[src/rtl/eth_rx_frame_writer_if.sv]
// Bundle of MAC receive stream, RX buffer write port, reader ownership handshake and drop reporting.
// master = frame writer, slave = its environment (MAC, buffer and reader side).
interface eth_rx_frame_writer_if #(
    parameter int DropCntWidth = 16
);
    logic                    rx_valid_i;
    logic [7:0]              rx_data_i;
    logic                    rx_sof_i;
    logic                    rx_eof_i;
    logic                    rx_err_i;

    logic                    buf_we_o;
    logic                    buf_en_o;
    logic [10:0]             buf_addr_o;
    logic [7:0]              buf_data_o;

    // Ownership handshake: frame_valid_o high means the reader owns the buffer and
    // frame_len_o is stable; a one-cycle frame_release_i while frame_valid_o is high
    // hands the buffer back and frame_valid_o drops in the next cycle. A release
    // while frame_valid_o is low has no effect. The MAC stream has no backpressure.
    logic                    frame_valid_o;
    logic [11:0]             frame_len_o;
    logic                    frame_release_i;

    logic                    drop_o;
    logic [DropCntWidth-1:0] drop_cnt_o;
    logic [2:0]              state_o;

    modport master (
        input  rx_valid_i, rx_data_i, rx_sof_i, rx_eof_i, rx_err_i, frame_release_i,
        output buf_we_o, buf_en_o, buf_addr_o, buf_data_o,
        output frame_valid_o, frame_len_o, drop_o, drop_cnt_o, state_o
    );

    modport slave (
        output rx_valid_i, rx_data_i, rx_sof_i, rx_eof_i, rx_err_i, frame_release_i,
        input  buf_we_o, buf_en_o, buf_addr_o, buf_data_o,
        input  frame_valid_o, frame_len_o, drop_o, drop_cnt_o, state_o
    );
endinterface

[src/rtl/eth_rx_frame_writer.sv]
// Writes MAC receive bytes into the RX buffer, validates each frame and hands good
// frames to the reader; discarded frames are pulsed on drop_o and counted.
module eth_rx_frame_writer #(
    parameter int MaxFrameBytes = 1522,
    parameter int MinFrameBytes = 64,
    parameter int DropCntWidth  = 16
) (
    input  logic                   clk_i,
    input  logic                   rst_ni,
    eth_rx_frame_writer_if.master  bus
);
    localparam logic [2:0] IDLE   = 3'd0;
    localparam logic [2:0] RECV   = 3'd1;
    localparam logic [2:0] DROP   = 3'd2;
    localparam logic [2:0] COMMIT = 3'd3;
    localparam logic [2:0] READY  = 3'd4;

    localparam logic [11:0] MAX_LEN = 12'(MaxFrameBytes);
    localparam logic [11:0] MIN_LEN = 12'(MinFrameBytes);

    logic [2:0]              state_q, state_d;
    logic [11:0]             cnt_q, cnt_d;
    logic                    foreign_q, foreign_d;
    logic                    we_q, we_d;
    logic [10:0]             addr_q, addr_d;
    logic [7:0]              data_q, data_d;
    logic [11:0]             len_q, len_d;
    logic                    drop_q, drop_d;
    logic [DropCntWidth-1:0] dcnt_q, dcnt_d;

    logic                    start;
    logic                    eval;
    logic [11:0]             eval_len;
    logic [1:0]              drop_inc;
    logic [DropCntWidth:0]   dcnt_sum;

    always_comb begin
        state_d   = state_q;
        cnt_d     = cnt_q;
        foreign_d = foreign_q;
        we_d      = 1'b0;
        addr_d    = addr_q;
        data_d    = data_q;
        len_d     = len_q;
        start     = 1'b0;
        eval      = 1'b0;
        eval_len  = 12'd0;
        drop_inc  = 2'd0;

        case (state_q)
            IDLE: begin
                if (bus.rx_valid_i && bus.rx_sof_i) start = 1'b1;
            end
            RECV: begin
                if (bus.rx_valid_i) begin
                    if (bus.rx_sof_i) begin
                        drop_inc = 2'd1;
                        start    = 1'b1;
                    end else if (cnt_q >= MAX_LEN) begin
                        // Oversized: nothing more is written, the drop is reported at eof.
                        if (bus.rx_eof_i) begin
                            drop_inc = 2'd1;
                            state_d  = IDLE;
                        end else begin
                            state_d  = DROP;
                        end
                    end else begin
                        we_d   = 1'b1;
                        addr_d = cnt_q[10:0];
                        data_d = bus.rx_data_i;
                        cnt_d  = cnt_q + 12'd1;
                        if (bus.rx_eof_i) begin
                            eval     = 1'b1;
                            eval_len = cnt_q + 12'd1;
                        end
                    end
                end
            end
            DROP: begin
                if (bus.rx_valid_i) begin
                    if (bus.rx_sof_i) begin
                        drop_inc = 2'd1;
                        start    = 1'b1;
                    end else if (bus.rx_eof_i) begin
                        drop_inc = 2'd1;
                        state_d  = IDLE;
                    end
                end
            end
            COMMIT, READY: begin
                // Buffer is owned: arriving frames are only tracked so they can be counted.
                if (bus.rx_valid_i) begin
                    if (bus.rx_sof_i) begin
                        drop_inc  = {1'b0, foreign_q} + {1'b0, bus.rx_eof_i};
                        foreign_d = ~bus.rx_eof_i;
                    end else if (foreign_q && bus.rx_eof_i) begin
                        drop_inc  = 2'd1;
                        foreign_d = 1'b0;
                    end
                end
                if (state_q == COMMIT) begin
                    state_d = READY;
                end else if (bus.frame_release_i) begin
                    state_d   = foreign_d ? DROP : IDLE;
                    foreign_d = 1'b0;
                end
            end
            default: state_d = IDLE;
        endcase

        if (start) begin
            we_d    = 1'b1;
            addr_d  = 11'd0;
            data_d  = bus.rx_data_i;
            cnt_d   = 12'd1;
            state_d = RECV;
            if (bus.rx_eof_i) begin
                eval     = 1'b1;
                eval_len = 12'd1;
            end
        end

        if (eval) begin
            if (eval_len < MIN_LEN || bus.rx_err_i) begin
                drop_inc = drop_inc + 2'd1;
                state_d  = IDLE;
            end else begin
                len_d   = eval_len;
                state_d = COMMIT;
            end
        end
    end

    assign dcnt_sum = {1'b0, dcnt_q} + (DropCntWidth+1)'(drop_inc);
    assign dcnt_d   = dcnt_sum[DropCntWidth] ? {DropCntWidth{1'b1}} : dcnt_sum[DropCntWidth-1:0];
    assign drop_d   = (drop_inc != 2'd0);

    always_ff @(posedge clk_i or negedge rst_ni) begin
        if (!rst_ni) begin
            state_q   <= IDLE;
            cnt_q     <= 12'd0;
            foreign_q <= 1'b0;
            we_q      <= 1'b0;
            addr_q    <= 11'd0;
            data_q    <= 8'd0;
            len_q     <= 12'd0;
            drop_q    <= 1'b0;
            dcnt_q    <= '0;
        end else begin
            state_q   <= state_d;
            cnt_q     <= cnt_d;
            foreign_q <= foreign_d;
            we_q      <= we_d;
            addr_q    <= addr_d;
            data_q    <= data_d;
            len_q     <= len_d;
            drop_q    <= drop_d;
            dcnt_q    <= dcnt_d;
        end
    end

    assign bus.buf_we_o      = we_q;
    assign bus.buf_en_o      = we_q;
    assign bus.buf_addr_o    = addr_q;
    assign bus.buf_data_o    = data_q;
    assign bus.frame_valid_o = (state_q == READY);
    assign bus.frame_len_o   = len_q;
    assign bus.drop_o        = drop_q;
    assign bus.drop_cnt_o    = dcnt_q;
    assign bus.state_o       = state_q;
endmodule

[src/flat_wrapper.sv]
// flat-port wrapper written by rule: the top's interface ports become plain ports
module eth_rx_frame_writer_flat 
#(
    parameter int MaxFrameBytes = 1522,
    parameter int MinFrameBytes = 64,
    parameter int DropCntWidth  = 16
)
  (clk_i, rst_ni, bus_rx_valid_i, bus_rx_data_i, bus_rx_sof_i, bus_rx_eof_i, bus_rx_err_i, bus_frame_release_i, bus_buf_we_o, bus_buf_en_o, bus_buf_addr_o, bus_buf_data_o, bus_frame_valid_o, bus_frame_len_o, bus_drop_o, bus_drop_cnt_o, bus_state_o);
  eth_rx_frame_writer_if #(.DropCntWidth(DropCntWidth)) bus_i ();
  input  logic clk_i;
  input  logic rst_ni;
  input wire logic [$bits(bus_i.rx_valid_i)-1:0] bus_rx_valid_i;
  input wire logic [$bits(bus_i.rx_data_i)-1:0] bus_rx_data_i;
  input wire logic [$bits(bus_i.rx_sof_i)-1:0] bus_rx_sof_i;
  input wire logic [$bits(bus_i.rx_eof_i)-1:0] bus_rx_eof_i;
  input wire logic [$bits(bus_i.rx_err_i)-1:0] bus_rx_err_i;
  input wire logic [$bits(bus_i.frame_release_i)-1:0] bus_frame_release_i;
  output wire logic [$bits(bus_i.buf_we_o)-1:0] bus_buf_we_o;
  output wire logic [$bits(bus_i.buf_en_o)-1:0] bus_buf_en_o;
  output wire logic [$bits(bus_i.buf_addr_o)-1:0] bus_buf_addr_o;
  output wire logic [$bits(bus_i.buf_data_o)-1:0] bus_buf_data_o;
  output wire logic [$bits(bus_i.frame_valid_o)-1:0] bus_frame_valid_o;
  output wire logic [$bits(bus_i.frame_len_o)-1:0] bus_frame_len_o;
  output wire logic [$bits(bus_i.drop_o)-1:0] bus_drop_o;
  output wire logic [$bits(bus_i.drop_cnt_o)-1:0] bus_drop_cnt_o;
  output wire logic [$bits(bus_i.state_o)-1:0] bus_state_o;
  assign bus_i.rx_valid_i = bus_rx_valid_i;
  assign bus_i.rx_data_i = bus_rx_data_i;
  assign bus_i.rx_sof_i = bus_rx_sof_i;
  assign bus_i.rx_eof_i = bus_rx_eof_i;
  assign bus_i.rx_err_i = bus_rx_err_i;
  assign bus_i.frame_release_i = bus_frame_release_i;
  assign bus_buf_we_o = bus_i.buf_we_o;
  assign bus_buf_en_o = bus_i.buf_en_o;
  assign bus_buf_addr_o = bus_i.buf_addr_o;
  assign bus_buf_data_o = bus_i.buf_data_o;
  assign bus_frame_valid_o = bus_i.frame_valid_o;
  assign bus_frame_len_o = bus_i.frame_len_o;
  assign bus_drop_o = bus_i.drop_o;
  assign bus_drop_cnt_o = bus_i.drop_cnt_o;
  assign bus_state_o = bus_i.state_o;
  eth_rx_frame_writer #(.MaxFrameBytes(MaxFrameBytes), .MinFrameBytes(MinFrameBytes), .DropCntWidth(DropCntWidth)) u_core (.clk_i(clk_i), .rst_ni(rst_ni), .bus(bus_i));
endmodule
[config.mk]
export PLATFORM = sky130hd
export DESIGN_NAME = eth_rx_frame_writer_flat
export DESIGN_NICKNAME = d
export VERILOG_FILES = /design/src/rtl/eth_rx_frame_writer_if.sv /design/src/rtl/eth_rx_frame_writer.sv /design/src/flat_wrapper.sv
export SDC_FILE = /design/constraint.sdc
export NUM_CORES = 1
export LEC_CHECK = 0
export ABC_AREA = 1
export CAP_MARGIN = 30
export CORE_ASPECT_RATIO = 1.75
export CORE_UTILIZATION = 53
export CTS_BUF_LIST = sky130_fd_sc_hd__clkbuf_4
export CTS_CLUSTER_DIAMETER = 50
export DETAILED_ROUTE_END_ITERATION = 6
export PLACE_DENSITY = 0.82
export SLEW_MARGIN = 15
export SYNTH_ARGS = -nofsm -noshare
export SYNTH_HDL_FRONTEND = slang
export SYNTH_SLANG_ARGS = --single-unit
[constraint.sdc]
create_clock -name clk_i -period 4.33 [get_ports clk_i]
set_input_delay 0.866 -clock clk_i [delete_from_list [all_inputs] [get_ports clk_i]]
set_output_delay 0.866 -clock clk_i [all_outputs]
set_load 0.01 [all_outputs]
==> impl_metrics.json, run 1 <==
{
  "seq_area_um2": 1630,
  "outcome": "complete, no violations",
  "clkTransAtPathRegs_ns": 0.11,
  "max_cap_violations": 0,
  "synth_edf_count": 0,
  "cts_setup_buffers": 0,
  "area_growth_pct": 25.1,
  "pre_cts_slack_ns": 0.181,
  "rows": 38,
  "slew_violations": 0,
  "htreeDepth": 3,
  "ys_seq_elements": 65,
  "yosys.area_share.simple_pct": 28.7,
  "place_hpwl_um": 5580,
  "synth_compound_area_share_pct": 9.93,
  "timing.fmax_mhz": 269,
  "grt_max_degree": 36,
  "die_y_um": 107,
  "dieArea_um2": 6690,
  "syn_area_per_cell_um2": 8.63,
  "viasPerCell": 5.09,
  "start_util_pct": 54.5,
  "die_w_um": 62.2,
  "drt_iter0_markers": 127,
  "worst-path-max-fanout": 16,
  "synth_fa_ha_area_share_pct": 2.83,
  "arrival_ns": 4.04,
  "place.gp.congestion": 0.882,
  "ys_top_cells_by_area": "dfrtp_1 48%, nand2_1 13%, nand3_1 4.8%",
  "cp_slowest_stage_delay_ns": 0.65,
  "antenna_cells": 0,
  "hp-class": "input pin to asynchronous set/reset pin",
  "ioPinCount": 69,
  "setup_slack_ns": 0.618,
  "p_leak_nw": 2.02,
  "setup.worst_path.class": "input pin to flop",
  "synth-xor-area-share_pct": 2.34,
  "worstPathCellList": "clkdlybuf4s50_1 > inv_1 > ha_1 > nand2_1 > o211ai_1 > nand3_1 > nand2_1 > nand2_1 > clkinv_1 > a21oi_1 > ha_1 > fa_1 > nand2_1 > nor2_1 > nand3_1 > inv_2 > nand3_1 > nand3_1",
  "synth_top_area_share_pct": 48.3,
  "grt_usage_pct": 24.4,
  "powerDensity_nw_per_um2": 479,
  "drt_pass1_iterations": 4,
  "cts-resized-gates": 0,
  "cts_buffer_depth": 2,
  "yosysUniqueCellTypes": 41,
  "ys_warn_count": 0,
  "cts_buffers": 9,
  "r2r_setup_slack_ns": 0.95,
  "clock_skew_ns": 0.0156,
  "end_kind": "flop",
  "place_area_um2": 4080,
  "cts_tree": "built",
  "synth_top_family_by_area": "simple AND/OR/NAND/NOR gates",
  "yosysTopAreaCell": "dfrtp_1",
  "async_flop_share_pct": 100,
  "hold_viol_final": 0,
  "worstReg2RegStart": "u_core.cnt_q[1]$_DFFE_PN0P_",
  "fin_nets": 485,
  "core_um2": 6180,
  "wl_um": 7440,
  "hold_buffers": 0,
  "cp_top_family": "simple AND/OR/NAND/NOR gates",
  "max-slew-margin-rel_pct": 54.4,
  "netlist_area_um2": 3370,
  "final_util_pct": 68.1,
  "critPathLaunchType": "input pin",
  "syn_nets": 412,
  "clk_latency_ns": 0.42,
  "rsz0062_at_grt": "no",
  "layout-drive-gt1-share_pct": 13.9,
  "synth_flop_cell": "dfrtp_1",
  "ir_drop_v": 0.000342,
  "syn_inst": 390,
  "crit_path_top_delay_cell": "clkdlybuf4s50_1",
  "worstPathRequired_ns": 4.66,
  "overflow": 0,
  "grt_pass1_wl_um": 12400,
  "antenna_found_initial": 0,
  "crit_buf_inv": 4,
  "setup_viol": 0,
  "synthMuxAreaShare_pct": 0,
  "final_area_um2": 4210,
  "fin_setup_tns_ns": 0,
  "fillers": 534,
  "vias": 2789,
  "portBuffers": 68,
  "ys_seq_area_share_pct": 48.3,
  "drc_errors": 0,
  "grt_pass1_vias": 2747,
  "min_period_ns": 3.71,
  "clock_sinks": 65,
  "cts_root_buf": "clkbuf_4",
  "wl_per_cell_um": 13.6,
  "ant_nets": 0,
  "multi_input_area_um2": 1480,
  "finalCritPeriodShare_pct": 85.7,
  "startpoint": "bus_rx_eof_i",
  "worstMarginPinSlew_ns": 0.684
}
==> where the power goes <==
| part | leakage, nW | switching, mW | total [mW] | internal (mW) |
|---|---|---|---|---|
| combinational | 1.08 | 0.418 | 0.763 | 0.345 |
| clock | 0.0734 | 0.208 | 0.390 | 0.183 |
| sequential | 0.863 | 0.123 | 0.863 | 0.739 |
| total | 2.02 | 0.749 | 2.02 | 1.27 |
==> layout make-up <==
class | instances | area share [%]
inverters | 46 | 4.10
multi-input cells | 269 | 35.0
well taps | 80 | 2.38
clock inverters | 5 | 1.10
clock buffers | 11 | 1.96
repair buffers | 72 | 16.8
flip-flops and latches | 65 | 38.6
==> layout by cell type, fill, tap and decap left out, types with 3 or more instances in the layout <==
master           instances
nand2_4                  8
inv_2                    9
inv_1                   36
nand3_1                 32
nand3_2                  4
clkinv_1                 4
clkdlybuf4s50_1         67
o22ai_1                  4
o21ai_2                 10
ha_1                     6
o21ai_1                  9
a21oi_1                  4
dfrtp_1                 65
nand2_1                113
xnor2_1                  3
nor2_1                  24
buf_4                    4
or2_2                    3
o211ai_1                 3
nand2_2                  6
clkbuf_4                11
o21ai_0                 16
xor2_1                   6
==> kinds of logic (layout without fill, tap and decap cells) <==
family | Yosys count | after routing
DFF | 65 | 65
adders and majority gates | 7 | 7
and+or+nand+nor | 201 | 201
AOI/OAI and AO/OA | 52 | 52
xor gates and xnor gates | 9 | 9
buffers and inverters | 56 | 134
==> stage by stage <==
| stage | std cells | hold slack, ns | total power [mW] |
|---|---|---|---|
| global route | 548 | 0.493 | 2.15 |
| floorplan | 390 | 0.473 | 1.31 |
| finish | 548 | 0.478 | 2.02 |
| global placement | 532 | 0.456 | 1.62 |
| detailed placement | 532 | 0.460 | 1.64 |
| CTS | 548 | 0.482 | 2.03 |
==> state kept, by name (all words and copies together) (netlist names) <==
name	cells
u_core.bus.drop_cnt_o	16
u_core.bus.drop_o	1
u_core.bus.frame_len_o	12
u_core.bus.state_o	3
u_core.bus.buf_en_o	1
u_core.foreign_q	1
u_core.bus.buf_data_o	8
u_core.cnt_q	12
u_core.bus.buf_addr_o	11
==> final timing paths <==
kind,end,depth (start not counted)
hold reg to reg,u_core.bus.buf_data_o[7]$_DFFE_PN0P_,2
max in group asynchronous,u_core.cnt_q[0]$_DFFE_PN0P_,2
hold / removal,u_core.bus.buf_addr_o[1]$_DFFE_PN0P_,1
min in group clk_i,u_core.bus.buf_data_o[7]$_DFFE_PN0P_,2
setup reg to reg,u_core.bus.drop_cnt_o[10]$_DFF_PN0_,19
setup / recovery,u_core.bus.drop_cnt_o[10]$_DFF_PN0_,18
==> layer usage <==
| metal | part of all wire [%] | GRT usage [%] | vias to the layer above |
|---|---|---|---|
| li1 | - | - | 1404 |
| met1 | 39 | 25.3 | 1302 |
| met2 | 55 | 43.5 | 62 |
| met3 | 3.0 | 5.40 | 21 |
| met4 | 3.8 | 16.3 | 0 |
| met5 | 0 | 0 | - |
==> Yosys cell counts, types with 2 or more instances <==
master / count
nand2_1: 113
dfrtp_1: 65
inv_1: 36
nand3_1: 32
nor2_1: 24
o21ai_0: 16
o21ai_2: 10
inv_2: 9
o21ai_1: 9
nand2_4: 8
ha_1: 6
nand2_2: 6
xor2_1: 6
a21oi_1: 4
nand3_2: 4
o22ai_1: 4
buf_4: 3
clkbuf_1: 3
o211ai_1: 3
or2_2: 3
xnor2_1: 3
buf_6: 2
nor3_1: 2
nor4_1: 2
(Power assumes the default switching activity.)
==> run 2, diff against run 1 <==
--- a/config.mk
+++ b/config.mk
@@ -8,11 +8,11 @@
 export ABC_AREA = 1
 export CAP_MARGIN = 30
 export CORE_ASPECT_RATIO = 1.75
-export CORE_UTILIZATION = 53
+export CORE_UTILIZATION = 55
 export CTS_BUF_LIST = sky130_fd_sc_hd__clkbuf_4
 export CTS_CLUSTER_DIAMETER = 50
 export DETAILED_ROUTE_END_ITERATION = 6
-export PLACE_DENSITY = 0.82
+export PLACE_DENSITY = 0.85
 export SLEW_MARGIN = 15
 export SYNTH_ARGS = -nofsm -noshare
 export SYNTH_HDL_FRONTEND = slang
==> constraint.sdc (replaced) <==
create_clock -name clk_i -period 4.55 [get_ports clk_i]
set_input_delay 0.91 -clock clk_i [delete_from_list [all_inputs] [get_ports clk_i]]
set_output_delay 0.91 -clock clk_i [all_outputs]
set_load 0.01 [all_outputs]
==> run 2 against run 1 <==
  * Wire length rose by 2.8%
  * Count of clock-buffer cells in the layout rose by 1
  * Final area rose by 0.54%
  * Largest power group unchanged
  * Highest routed layer unchanged
==> impl_metrics.json, run 2 (synthesized netlist as in run 1, its figures left out) <==
{
  "outcome": "complete, no violations",
  "max_cap_violations": 0,
  "hold_viol_final": 0,
  "cts-resized-gates": 0,
  "worstReg2RegStart": "u_core.cnt_q[1]$_DFFE_PN0P_",
  "clock_skew_ns": 0.0148,
  "core_um2": 5880,
  "min_period_ns": 3.89,
  "hold_buffers": 0,
  "wl_um": 7640,
  "place_area_um2": 4080,
  "cts_tree": "built",
  "finalPower_mw": 1.94,
  "rsz0062_at_grt": "no",
  "fin_setup_tns_ns": 0,
  "critPathLaunchType": "input pin",
  "fillers": 474,
  "max-slew-margin-rel_pct": 62.0,
  "place.gp.congestion": 0.924,
  "die_w_um": 61.1,
  "finalCritPeriodShare_pct": 85.6,
  "dieArea_um2": 6450,
  "worstMarginPinSlew_ns": 0.569,
  "arrival_ns": 4.20,
  "drt_iter0_markers": 120,
  "viasPerCell": 5.25,
  "cts_buffer_depth": 2,
  "powerDensity_nw_per_um2": 459,
  "end_kind": "flop",
  "die_y_um": 105,
  "intPower_mw": 1.22,
  "multi_input_area_um2": 1480,
  "startpoint": "bus_rx_eof_i",
  "grt_usage_pct": 27.0,
  "fin_nets": 486,
  "cts_setup_buffers": 0,
  "r2r_setup_slack_ns": 1.19,
  "power_frac_comb_pct": 38.1,
  "ant_nets": 0,
  "ioPinCount": 69,
  "layout-drive-gt1-share_pct": 14.5,
  "grt_pass1_wl_um": 13000,
  "wl_per_cell_um": 14.0,
  "cts_root_buf": "clkbuf_4",
  "drc_errors": 0,
  "place_hpwl_um": 5770,
  "final_area_um2": 4230,
  "setup_slack_ns": 0.656,
  "largest_reg_flops": 16,
  "area_growth_pct": 25.7,
  "most-common-layout-cells": "113 x nand2_1, 67 x clkdlybuf4s50_1, 65 x dfrtp_1",
  "p_seq_share_pct": 42.4,
  "switching_power_mw": 0.722,
  "overflow": 0,
  "portBuffers": 68,
  "start_util_pct": 57.2,
  "rows": 37,
  "antenna_cells": 0,
  "setup.worst_path.class": "input pin to flop",
  "drt_pass1_iterations": 4,
  "seq_area_um2": 1630,
  "timing.fmax_mhz": 257,
  "cts_buffers": 9,
  "p_leak_nw": 2.03,
  "grt_max_degree": 42,
  "htreeDepth": 3,
  "hp-class": "input pin to asynchronous set/reset pin",
  "setup_viol": 0,
  "slew_violations": 0,
  "ir_drop_v": 0.000312,
  "pre_cts_slack_ns": 0.318,
  "worstPathRequired_ns": 4.86,
  "clock_sinks": 65,
  "clockPowerShare_pct": 19.6,
  "r2r_end": "u_core.bus.drop_cnt_o[12]$_DFF_PN0_",
  "antenna_found_initial": 0,
  "worst-path-max-fanout": 16,
  "clkTransAtPathRegs_ns": 0.11,
  "swShare_pct": 37.2,
  "grt_pass1_vias": 2852,
  "final_common_cell": "nand2_1",
  "rr_worst_depth": 19,
  "vias": 2870,
  "critPathCapture": "u_core.bus.drop_cnt_o[12]$_DFF_PN0_",
  "clk_latency_ns": 0.39
}
==> run 2: cell count changes in the layout (fill, tap and decap cells not counted) <==
cell | before | now
clkinv_1 | 4 | 2
clkbuf_4 | 11 | 12
buf_12 | 0 | 1
clkinv_2 | 1 | 2
==> run 2: worst min-delay path by stage <==
stage	slack [ns]	endpoint	startpoint
finish	0.41	u_core.bus.buf_data_o[5]$_DFFE_PN0P_	rst_ni
CTS	0.48	u_core.bus.buf_data_o[7]$_DFFE_PN0P_	u_core.bus.buf_data_o[7]$_DFFE_PN0P_
global route	0.39	u_core.bus.buf_data_o[4]$_DFFE_PN0P_	rst_ni
global placement	0.45	u_core.bus.buf_data_o[3]$_DFFE_PN0P_	u_core.bus.buf_data_o[3]$_DFFE_PN0P_
floorplan	0.47	u_core.cnt_q[11]$_DFFE_PN0P_	u_core.cnt_q[11]$_DFFE_PN0P_
detailed placement	0.46	u_core.bus.buf_data_o[7]$_DFFE_PN0P_	u_core.bus.buf_data_o[7]$_DFFE_PN0P_
==> run 2: worst max-delay path: stages <==
cell and delay (ns):
clkdlybuf4s50_1 0.64, inv_1 0.10, ha_1 0.33, nand2_1 0.09
o211ai_1 0.09, nand3_1 0.09, nand2_1 0.09, nand2_1 0.08
clkinv_1 0.05, a21oi_1 0.12, ha_1 0.21, fa_1 0.20
nand2_1 0.08, nor2_1 0.18, nand3_1 0.14, inv_2 0.11
nand3_1 0.42, nand3_1 0.26
==> run 2: power groups by stage <==
stage	clock network, mW	registers [mW]	logic (mW)
6_report	0.380	0.823	0.740
5_1_grt	0.408	0.840	0.821
4_1_cts	0.386	0.822	0.743
3_5_place_dp	0	0.832	0.738
3_3_place_gp	0	0.825	0.717
2_1_floorplan	0	0.856	0.386
==> run 2: final cells by class <==
type                            instances  area share (%)
Sequential cell                        65            38.4
Multi-Input combinational cell        269            34.9
Timing Repair Buffer                   73            17.1
Inverter                               46            4.08
Tap cell                               78            2.31
Clock buffer                           12            2.13
Clock inverter                          4            1.03
==> run 2: through the flow <==
step                cells  hold WS [ns]  util [%]
floorplan             390         0.473         -
global placement      530         0.454      69.4
detailed placement    530         0.457      69.4
CTS                   546         0.484      71.6
global route          547         0.394      72.0
finish                547         0.407      72.0
==> run 2: per-layer routing <==
metal	track usage, %	up-vias	share of wire (%)	wire length [um]
li1	-	1398	-	-
met5	0	-	0	0
met2	45.5	78	56	4260
met3	5.03	28	3.6	272
met1	30.1	1366	36	2760
met4	16.1	0	4.5	345
==> run 3, diff against run 2 <==
--- a/config.mk
+++ b/config.mk
@@ -7,12 +7,12 @@
 export LEC_CHECK = 0
 export ABC_AREA = 1
 export CAP_MARGIN = 30
-export CORE_ASPECT_RATIO = 1.75
+export CORE_ASPECT_RATIO = 0.9
 export CORE_UTILIZATION = 55
 export CTS_BUF_LIST = sky130_fd_sc_hd__clkbuf_4
 export CTS_CLUSTER_DIAMETER = 50
 export DETAILED_ROUTE_END_ITERATION = 6
-export PLACE_DENSITY = 0.85
+export PLACE_DENSITY = 0.81
 export SLEW_MARGIN = 15
 export SYNTH_ARGS = -nofsm -noshare
 export SYNTH_HDL_FRONTEND = slang
==> run 3 against run 2 <==
  * The run now ends with design-rule violations left
  * Critical path type unchanged
  * Highest routed layer unchanged
  * Via count shrank 0.59%
  * Sequential share of layout area increased by 0.67 points
  * First-iteration DRC count up 28%
  * Largest cell class unchanged
  * Combinational power down 2%
==> impl_metrics.json, run 3 (synthesized netlist as in run 1, its figures left out) <==
{
  "worstMarginPinSlew_ns": 0.684,
  "outcome": "finished with violations",
  "clkTransAtPathRegs_ns": 0.09,
  "setup.worst_path.class": "input pin to flop",
  "slew_violations": 0,
  "worst-path-max-fanout": 16,
  "ioPinCount": 69,
  "clock_skew_ns": 0.0141,
  "r2r_setup_slack_ns": 1.07,
  "die_w_um": 84.5,
  "htreeDepth": 3,
  "hold_buffers": 0,
  "layout-drive-gt1-share_pct": 13.8,
  "min_period_ns": 3.96,
  "hold_viol_final": 0,
  "arrival_ns": 4.27,
  "hp-class": "flop to flop",
  "setup_slack_ns": 0.587,
  "grt_pass1_vias": 2735,
  "place.gp.congestion": 0.874,
  "ant_nets": 0,
  "cts-resized-gates": 0,
  "cts_buffer_depth": 2,
  "max-slew-margin-rel_pct": 54.4,
  "fin_cells": 535,
  "end_kind": "flop",
  "pre_cts_slack_ns": 0.284,
  "setup_viol": 0,
  "die_y_um": 76.2,
  "drt_pass1_iterations": 7,
  "place_hpwl_um": 5410,
  "start_util_pct": 58.1,
  "antenna_cells": 0,
  "place_area_um2": 4070,
  "drt_iter0_markers": 153,
  "finalCritPeriodShare_pct": 87.1,
  "wl_um": 7370,
  "rsz0062_at_grt": "no",
  "p_leak_nw": 2.00,
  "dp.cells": 522,
  "hold_ws_ns": 0.481,
  "max_cap_violations": 0,
  "grt_max_degree": 37,
  "cts_setup_buffers": 0,
  "final_common_cell": "nand2_1",
  "fin_setup_tns_ns": 0,
  "cts_buffers": 9,
  "final_area_um2": 4160,
  "powerDensity_nw_per_um2": 444,
  "cts_root_buf": "clkbuf_4",
  "most-common-layout-cells": "113 x nand2_1, 67 x clkdlybuf4s50_1, 65 x dfrtp_1",
  "violations": "design-rule violations",
  "cts_tree": "built",
  "clk_latency_ns": 0.39,
  "drc_errors": 4,
  "critPathLaunchType": "input pin",
  "antenna_found_initial": 0,
  "dieArea_um2": 6440,
  "ir_drop_v": 0.000371,
  "area_growth_pct": 23.6,
  "clock_sinks": 65,
  "rows": 26,
  "grt_pass1_wl_um": 12500,
  "largest_reg_flops": 16,
  "viasPerCell": 5.33,
  "worstPathRequired_ns": 4.86,
  "core_um2": 5790,
  "portBuffers": 68,
  "vias": 2853,
  "wl_per_cell_um": 13.8,
  "timing.fmax_mhz": 252,
  "overflow": 0,
  "fin_nets": 485,
  "grt_usage_pct": 25.0
}
run 3: cell count changes in the layout (fill, tap and decap cells not counted), sizes merged:
cell,previous run,this run
buf,6,5
bufinv,1,0
clkbuf,12,11
clkinv,4,3
run 3: per-stage QoR:
stage	utilization (%)	power, mW
floorplan	-	1.24
global placement	70.2	1.53
detailed placement	70.2	1.56
CTS	71.8	1.86
global route	71.8	1.98
finish	71.8	1.85
run 3: layout make-up:
class	count	area (um^2)
flip-flops and latches	65	1630
multi-input cells	269	1480
well taps	70	87.6
inverters	46	173
fillers	461	1630
clock inverters	2	8.76
repair buffers	72	706
clock buffers	11	82.6
run 3: report_power, final:
group / switching, mW / internal [mW] / leakage, nW
Sequential: 0.123 / 0.704 / 0.863
Clock: 0.180 / 0.114 / 0.0561
Combinational: 0.399 / 0.329 / 1.08
Total: 0.702 / 1.15 / 2.00
run 3: worst max-delay path: stages:
cell and delay (ns):
clkdlybuf4s50_1 0.65, inv_1 0.09, ha_1 0.30, nand2_1 0.08, o211ai_1 0.11, nand3_1 0.10
nand2_1 0.10, nand2_1 0.09, clkinv_1 0.06, a21oi_1 0.13, ha_1 0.23, fa_1 0.22
nand2_1 0.08, nor2_1 0.18, nand3_1 0.13, inv_2 0.10, nand3_1 0.44, nand3_1 0.27
run 3: path summary, 6_finish.rpt:
path	cells past startpoint	start	to
max	18	bus_rx_eof_i	u_core.bus.drop_cnt_o[10]$_DFF_PN0_
min	2	u_core.bus.buf_data_o[0]$_DFFE_PN0P_	u_core.bus.buf_data_o[0]$_DFFE_PN0P_
max reg2reg	19	u_core.cnt_q[1]$_DFFE_PN0P_	u_core.bus.drop_cnt_o[10]$_DFF_PN0_
min reg2reg	2	u_core.bus.buf_data_o[0]$_DFFE_PN0P_	u_core.bus.buf_data_o[0]$_DFFE_PN0P_
max in group asynchronous	2	rst_ni	u_core.bus.drop_cnt_o[6]$_DFF_PN0_
min in group asynchronous	1	rst_ni	u_core.bus.buf_addr_o[5]$_DFFE_PN0P_
run 3: routing by layer:
| metal | global-route usage, % | part of all wire, % | vias up |
|---|---|---|---|
| met5 | 0 | 0 | - |
| met4 | 8.98 | 1.8 | 0 |
| met3 | 7.37 | 6.5 | 12 |
| met2 | 39.3 | 47 | 112 |
| met1 | 33.0 | 45 | 1336 |
| li1 | - | - | 1393 |
